$ cat src/rtl/disp_src_arbiter.sv
`default_nettype none
// ============================================================================
// Module   : disp_src_arbiter
// Purpose  : Display-source arbiter for the BCD / 7-segment path. Chooses one
//            of NCH channels on a load pulse (highest index wins). It keeps a
//            registered snapshot of that channel's value and offers each new
//            snapshot to the BCD converter over a valid/ready handshake. After
//            HOLD_CYC idle cycles it can revert to channel DEF_CH.
// Ports    : clk        - clock, rising edge
//            rst        - asynchronous active-high reset
//            ch_data    - packed channel values, channel i = ch_data[i*W +: W]
//            ch_load    - per-channel one-cycle "value final" pulse
//            upd_ready  - BCD converter can accept an update
//            numero_out - registered snapshot of the selected channel
//            sel_ch     - index of the channel currently shown
//            upd_valid  - new value pending for the BCD converter
//            overrun    - sticky: a pending update was overwritten
// Revision : 1.0 - initial release
// ============================================================================
module disp_src_arbiter #(
    parameter int NCH      = 3,
    parameter int W        = 16,
    parameter int DEF_CH   = 0,
    parameter int HOLD_CYC = 0
) (
    input  logic                   clk,
    input  logic                   rst,
    input  logic [NCH*W-1:0]       ch_data,
    input  logic [NCH-1:0]         ch_load,
    input  logic                   upd_ready,
    output logic [W-1:0]           numero_out,
    output logic [$clog2(NCH)-1:0] sel_ch,
    output logic                   upd_valid,
    output logic                   overrun
);

    localparam int c_SEL_W = $clog2(NCH);
    // The counter only needs to reach HOLD_CYC. One bit is kept when revert is disabled.
    localparam int c_CNT_W = (HOLD_CYC > 0) ? $clog2(HOLD_CYC + 1) : 1;

    localparam logic [c_SEL_W-1:0] c_DEF_SEL  = c_SEL_W'(DEF_CH);
    localparam logic [c_CNT_W-1:0] c_CNT_MAX  = c_CNT_W'((HOLD_CYC > 0) ? HOLD_CYC : 0);
    localparam logic [c_CNT_W-1:0] c_HOLD_M1  = c_CNT_W'((HOLD_CYC > 0) ? HOLD_CYC - 1 : 0);

    localparam logic [0:0] S_IDLE = 1'b0;
    localparam logic [0:0] S_PEND = 1'b1;

    logic [0:0]         r_state;
    logic [0:0]         w_state_nxt;
    logic [W-1:0]       r_numero;
    logic [c_SEL_W-1:0] r_sel;
    logic               r_overrun;
    logic [c_CNT_W-1:0] r_idle_cnt;
    logic [c_CNT_W-1:0] w_idle_cnt_nxt;

    logic               w_load_any;
    logic [c_SEL_W-1:0] w_load_idx;
    logic [W-1:0]       w_load_data;
    logic [W-1:0]       w_def_data;
    logic               w_cnt_eligible;
    logic               w_timeout;
    logic               w_upd_valid;

    // Priority encoder. The ascending loop lets the highest set index win.
    always_comb begin
        w_load_idx  = '0;
        w_load_data = ch_data[W-1:0];
        for (int i = 0; i < NCH; i++) begin
            if (ch_load[i]) begin
                w_load_idx  = c_SEL_W'(i);
                w_load_data = ch_data[i*W +: W];
            end
        end
    end

    assign w_load_any = |ch_load;
    assign w_def_data = ch_data[DEF_CH*W +: W];

    // The idle timer runs only while the display is parked on a non-default
    // channel with nothing pending. The revert fires on the cycle that would
    // bring the count to HOLD_CYC. A load in that same cycle wins.
    assign w_cnt_eligible = (HOLD_CYC > 0) && (r_state == S_IDLE) &&
                            !w_load_any && (r_sel != c_DEF_SEL);
    assign w_timeout      = w_cnt_eligible && (r_idle_cnt == c_HOLD_M1);

    always_comb begin
        w_idle_cnt_nxt = r_idle_cnt;
        if (!w_cnt_eligible || w_timeout) begin
            w_idle_cnt_nxt = '0;
        end else if (r_idle_cnt != c_CNT_MAX) begin
            w_idle_cnt_nxt = r_idle_cnt + 1'b1;
        end
    end

    // FSM: state register
    always_ff @(posedge clk or posedge rst) begin
        if (rst) begin
            r_state <= S_IDLE;
        end else begin
            r_state <= w_state_nxt;
        end
    end

    // FSM: next-state logic
    always_comb begin
        w_state_nxt = r_state;
        case (r_state)
            S_IDLE: begin
                if (w_load_any || w_timeout) begin
                    w_state_nxt = S_PEND;
                end
            end
            S_PEND: begin
                if (!w_load_any && upd_ready) begin
                    w_state_nxt = S_IDLE;
                end
            end
            default: w_state_nxt = S_IDLE;
        endcase
    end

    // FSM: outputs
    always_comb begin
        w_upd_valid = 1'b0;
        if (r_state == S_PEND) begin
            w_upd_valid = 1'b1;
        end
    end

    // Snapshot, selection, sticky overrun and idle counter.
    always_ff @(posedge clk or posedge rst) begin
        if (rst) begin
            r_numero   <= '0;
            r_sel      <= c_DEF_SEL;
            r_overrun  <= 1'b0;
            r_idle_cnt <= '0;
        end else begin
            if (w_load_any) begin
                r_numero <= w_load_data;
                r_sel    <= w_load_idx;
            end else if (w_timeout) begin
                r_numero <= w_def_data;
                r_sel    <= c_DEF_SEL;
            end
            // Losing a pending value is only an overrun if the converter
            // did not take it in the same cycle.
            if (w_load_any && (r_state == S_PEND) && !upd_ready) begin
                r_overrun <= 1'b1;
            end
            r_idle_cnt <= w_idle_cnt_nxt;
        end
    end

    assign numero_out = r_numero;
    assign sel_ch     = r_sel;
    assign upd_valid  = w_upd_valid;
    assign overrun    = r_overrun;

endmodule
`default_nettype wire

$ cat config.mk
export PLATFORM = sky130hd
export DESIGN_NAME = disp_src_arbiter
export DESIGN_NICKNAME = d
export VERILOG_FILES = /design/src/rtl/disp_src_arbiter.sv
export SDC_FILE = /design/constraint.sdc
export NUM_CORES = 1
export LEC_CHECK = 0
export CORE_ASPECT_RATIO = 1.75
export CORE_UTILIZATION = 38
export CTS_CLUSTER_SIZE = 40
export DETAILED_ROUTE_END_ITERATION = 8
export HOLD_SLACK_MARGIN = 0.05
export PLACE_DENSITY = 0.85
export RECOVER_POWER = 25
export SYNTH_ARGS = -nofsm -noshare
export SYNTH_HDL_FRONTEND = slang
export SYNTH_SLANG_ARGS = --single-unit
$ cat constraint.sdc
create_clock -name clk -period 1.9 [get_ports clk]
set_input_delay 0.38 -clock clk [delete_from_list [all_inputs] [get_ports clk]]
set_output_delay 0.38 -clock clk [all_outputs]
set_load 0.05 [all_outputs]
==> results.yml <==
worst_setup_path:
  cp_max_fo: 2
  cp_num_buf_inv: 1
  cpMaxStageDelayCell: "clkdlybuf4s50_1"
  rr_worst_depth: 2
  startpoint_type: "register"
  crit_type: "reg2out"
  crit_chain: "clkdlybuf4s50_1"
  crit_family: "buffers and inverters"
  reg2reg_to: "numero_out[13]$_DFFE_PP0P_"
  critPathMaxStageDelay_ps: 810
  r2r_start: "numero_out[13]$_DFFE_PP0P_"
  worstSetupEndpoint: "numero_out[12]"
  required_ps: 1520
  crit_start: "numero_out[12]$_DFFE_PP0P_"
  cp_num_cells: 1
  rrSetupSlack_ps: 1110
  cp-end-kind: "primary output"
  cp.arrival_ps: 1440
clock_tree:
  cts_sinks: 20
  cts_inserted_buffers: 3
  clockBufferDepth: 2
  htree_levels: 1
  cts_hold_buffers: 0
  cts_tree: "yes"
  post_cts_buffers: 0
  clock_insertion_delay_worst_skew_ps: 260
  cts_resized: 0
  cts.clk_slew.worst_paths_ps: 80
  cts_root_buf: "clkbuf_8"
layout:
  syn2layout_area_growth_pct: 75.3
  nNetsFinal: 231
  fin_util_pct: 70.0
  stdcell_area_um2: 1900
  antenna_cells: 0
  drive_gt1_share_pct: 18.8
  nFillCells: 211
  fin_cells: 203
routing:
  detail_route.first_pass.iterations: 4
  remaining_drc_errors: 0
  wire_per_inst_um: 16.5
  first_iter_violations: 18
  antenna_left: 0
  vias: 1143
  wirelength_um: 3340
  viasPerCell: 5.63
global_routing:
  grt_usage_pct: 23.5
  grt_pass1_wl_um: 5530
  antenna_found_initial: 0
  grt_pass1_vias: 1203
  grt_max_degree: 22
  grt-ovfl-total: 0
pwr:
  pwr_density_cell_nw_per_um2: 713
  p_leak_nw: 0.809
  peakVddDrop_v: 0.000666
  power.total_mw: 1.36
synth:
  ys_seq_area_share_pct: 46.1
  synth_top_area_cell: "dfrtp_1"
  synth_top_family_by_area: "compound AO/OA/AOI/OAI gates"
  syn-cell-area_um2: 1090
  synth.distinct_cells: 20
  synth_xor_xnor_area_share_pct: 0
  synth_area_leaders: "dfrtp_1 46%, and3b_1 10%, a22oi_1 8.3%"
  synth_compound_area_share_pct: 34.0
  synthCells: 100
  syn_area_per_cell_um2: 10.9
  ys_seq_elements: 20
  synth_nets: 154
  synthAdderAreaFrac_pct: 0
  synth.area.mux_share_pct: 0
  yosys.area.top_type_share_pct: 46.1
  synth_warnings: 0
  yosys.area_share.simple_pct: 13.8
run_status:
  outcome: "finished, final reports clean"
die:
  start_util_pct: 39.9
  die_area_um2: 3080
  core_um2: 2720
  die_h_um: 72.7
  fp.dieW_um: 42.4
  io_pins: 74
  rows: 25
place:
  placedCellCount: 199
  dp_hpwl_um: 2620
  io_buffers: 73
  gp_congestion: 0.784
  dpl_cell_area_um2: 1840
  preCtsSetupSlack_ps: 165
sta:
  slew_headroom_pct: 29.5
  setup_viol: 0
  fmax_ghz: 0.549
  rsz0062_at_grt: "false"
  fin_crit_ps: 1820
  tightestPinTransition_ps: 1060
  period_share_pct: 95.9
  hold_ws_ps: 495
  fin_setup_tns_ps: 0
  finalHoldViolCount: 0
  fin_ws_ps: 77.7
  slew_viol_final: 0
  fin_skew_ps: 0.0399
hold_path:
  hold_class: "reg2reg"
  whs_path_depth: 1
job:
  drv_cap: 0
[cells in the mapped netlist (all sizes together)]
cell    number
buf          8
a21o         1
nor2         1
a22oi       19
nor3         1
a21oi       14
clkbuf       1
and3b       13
nand2b       1
dfrtp       20
nand2        1
inv          2
o21bai       1
o21ai       16
nor2b        1
[area by class of cell]
class	count	area [um2]	area share, %
Multi-Input combinational cell	69	519	27.3
Clock inverter	1	30.0	1.58
Sequential cell	20	500	26.3
Clock buffer	3	41.3	2.17
Timing Repair Buffer	81	772	40.5
Inverter	2	7.51	0.394
Tap cell	27	33.8	1.77
[power breakdown]
| part | switching (mW) | internal (mW) | total, mW |
|---|---|---|---|
| logic | 0.239 | 0.206 | 0.445 |
| clock network | 0.146 | 0.281 | 0.427 |
| registers | 0.0243 | 0.461 | 0.486 |
| total | 0.409 | 0.948 | 1.36 |
[cell usage in the layout (no fill, tap or decap)]
master           Yosys  final
clkdlybuf4s50_1      0     66
dfrtp_1             20     20
a21oi_1             14     14
and3b_1             13     13
buf_4                1     13
a22oi_1             12     12
o21ai_1              9      9
a22oi_2              7      7
o21ai_2              7      7
clkbuf_8             0      3
nor3_4               1      1
nand2b_1             1      1
o21bai_1             1      1
a21o_1               1      1
nor2b_1              1      1
inv_2                1      1
nor2_1               1      1
nand2_1              1      1
inv_1                1      1
bufinv_16            0      1
dlygate4sd3_1        0      1
clkbuf_1             1      1
[how the worst min path moves through the flow]
stage,from,end,slack [ps]
4_1_cts,rst,sel_ch[0]$_DFFE_PP0P_,450
5_1_grt,sel_ch[1]$_DFFE_PP0P_,sel_ch[1]$_DFFE_PP0P_,520
3_3_place_gp,overrun$_DFFE_PP0P_,overrun$_DFFE_PP0P_,460
6_report,sel_ch[1]$_DFFE_PP0P_,sel_ch[1]$_DFFE_PP0P_,490
2_1_floorplan,rst,numero_out[0]$_DFFE_PP0P_,340
3_5_place_dp,sel_ch[1]$_DFFE_PP0P_,sel_ch[1]$_DFFE_PP0P_,480
[registers in the layout, indices dropped and copies added (netlist names)]
register / count
r_state: 1
numero_out: 16
overrun: 1
sel_ch: 2
[per-layer routing]
metal / track usage [%] / vias up / routed length (um)
li1: - / 534 / -
met1: 28.3 / 551 / 1190
met2: 41.5 / 51 / 1910
met3: 3.22 / 7 / 167
met4: 9.38 / 0 / 76
met5: 0 / - / 0
[cell families after synthesis]
logic type | after synthesis
AOI/OAI and AO/OA | 51
and+or+nand+nor | 18
DFF | 20
buffers and inverters | 11
Power figures use the tool's default switching activity.
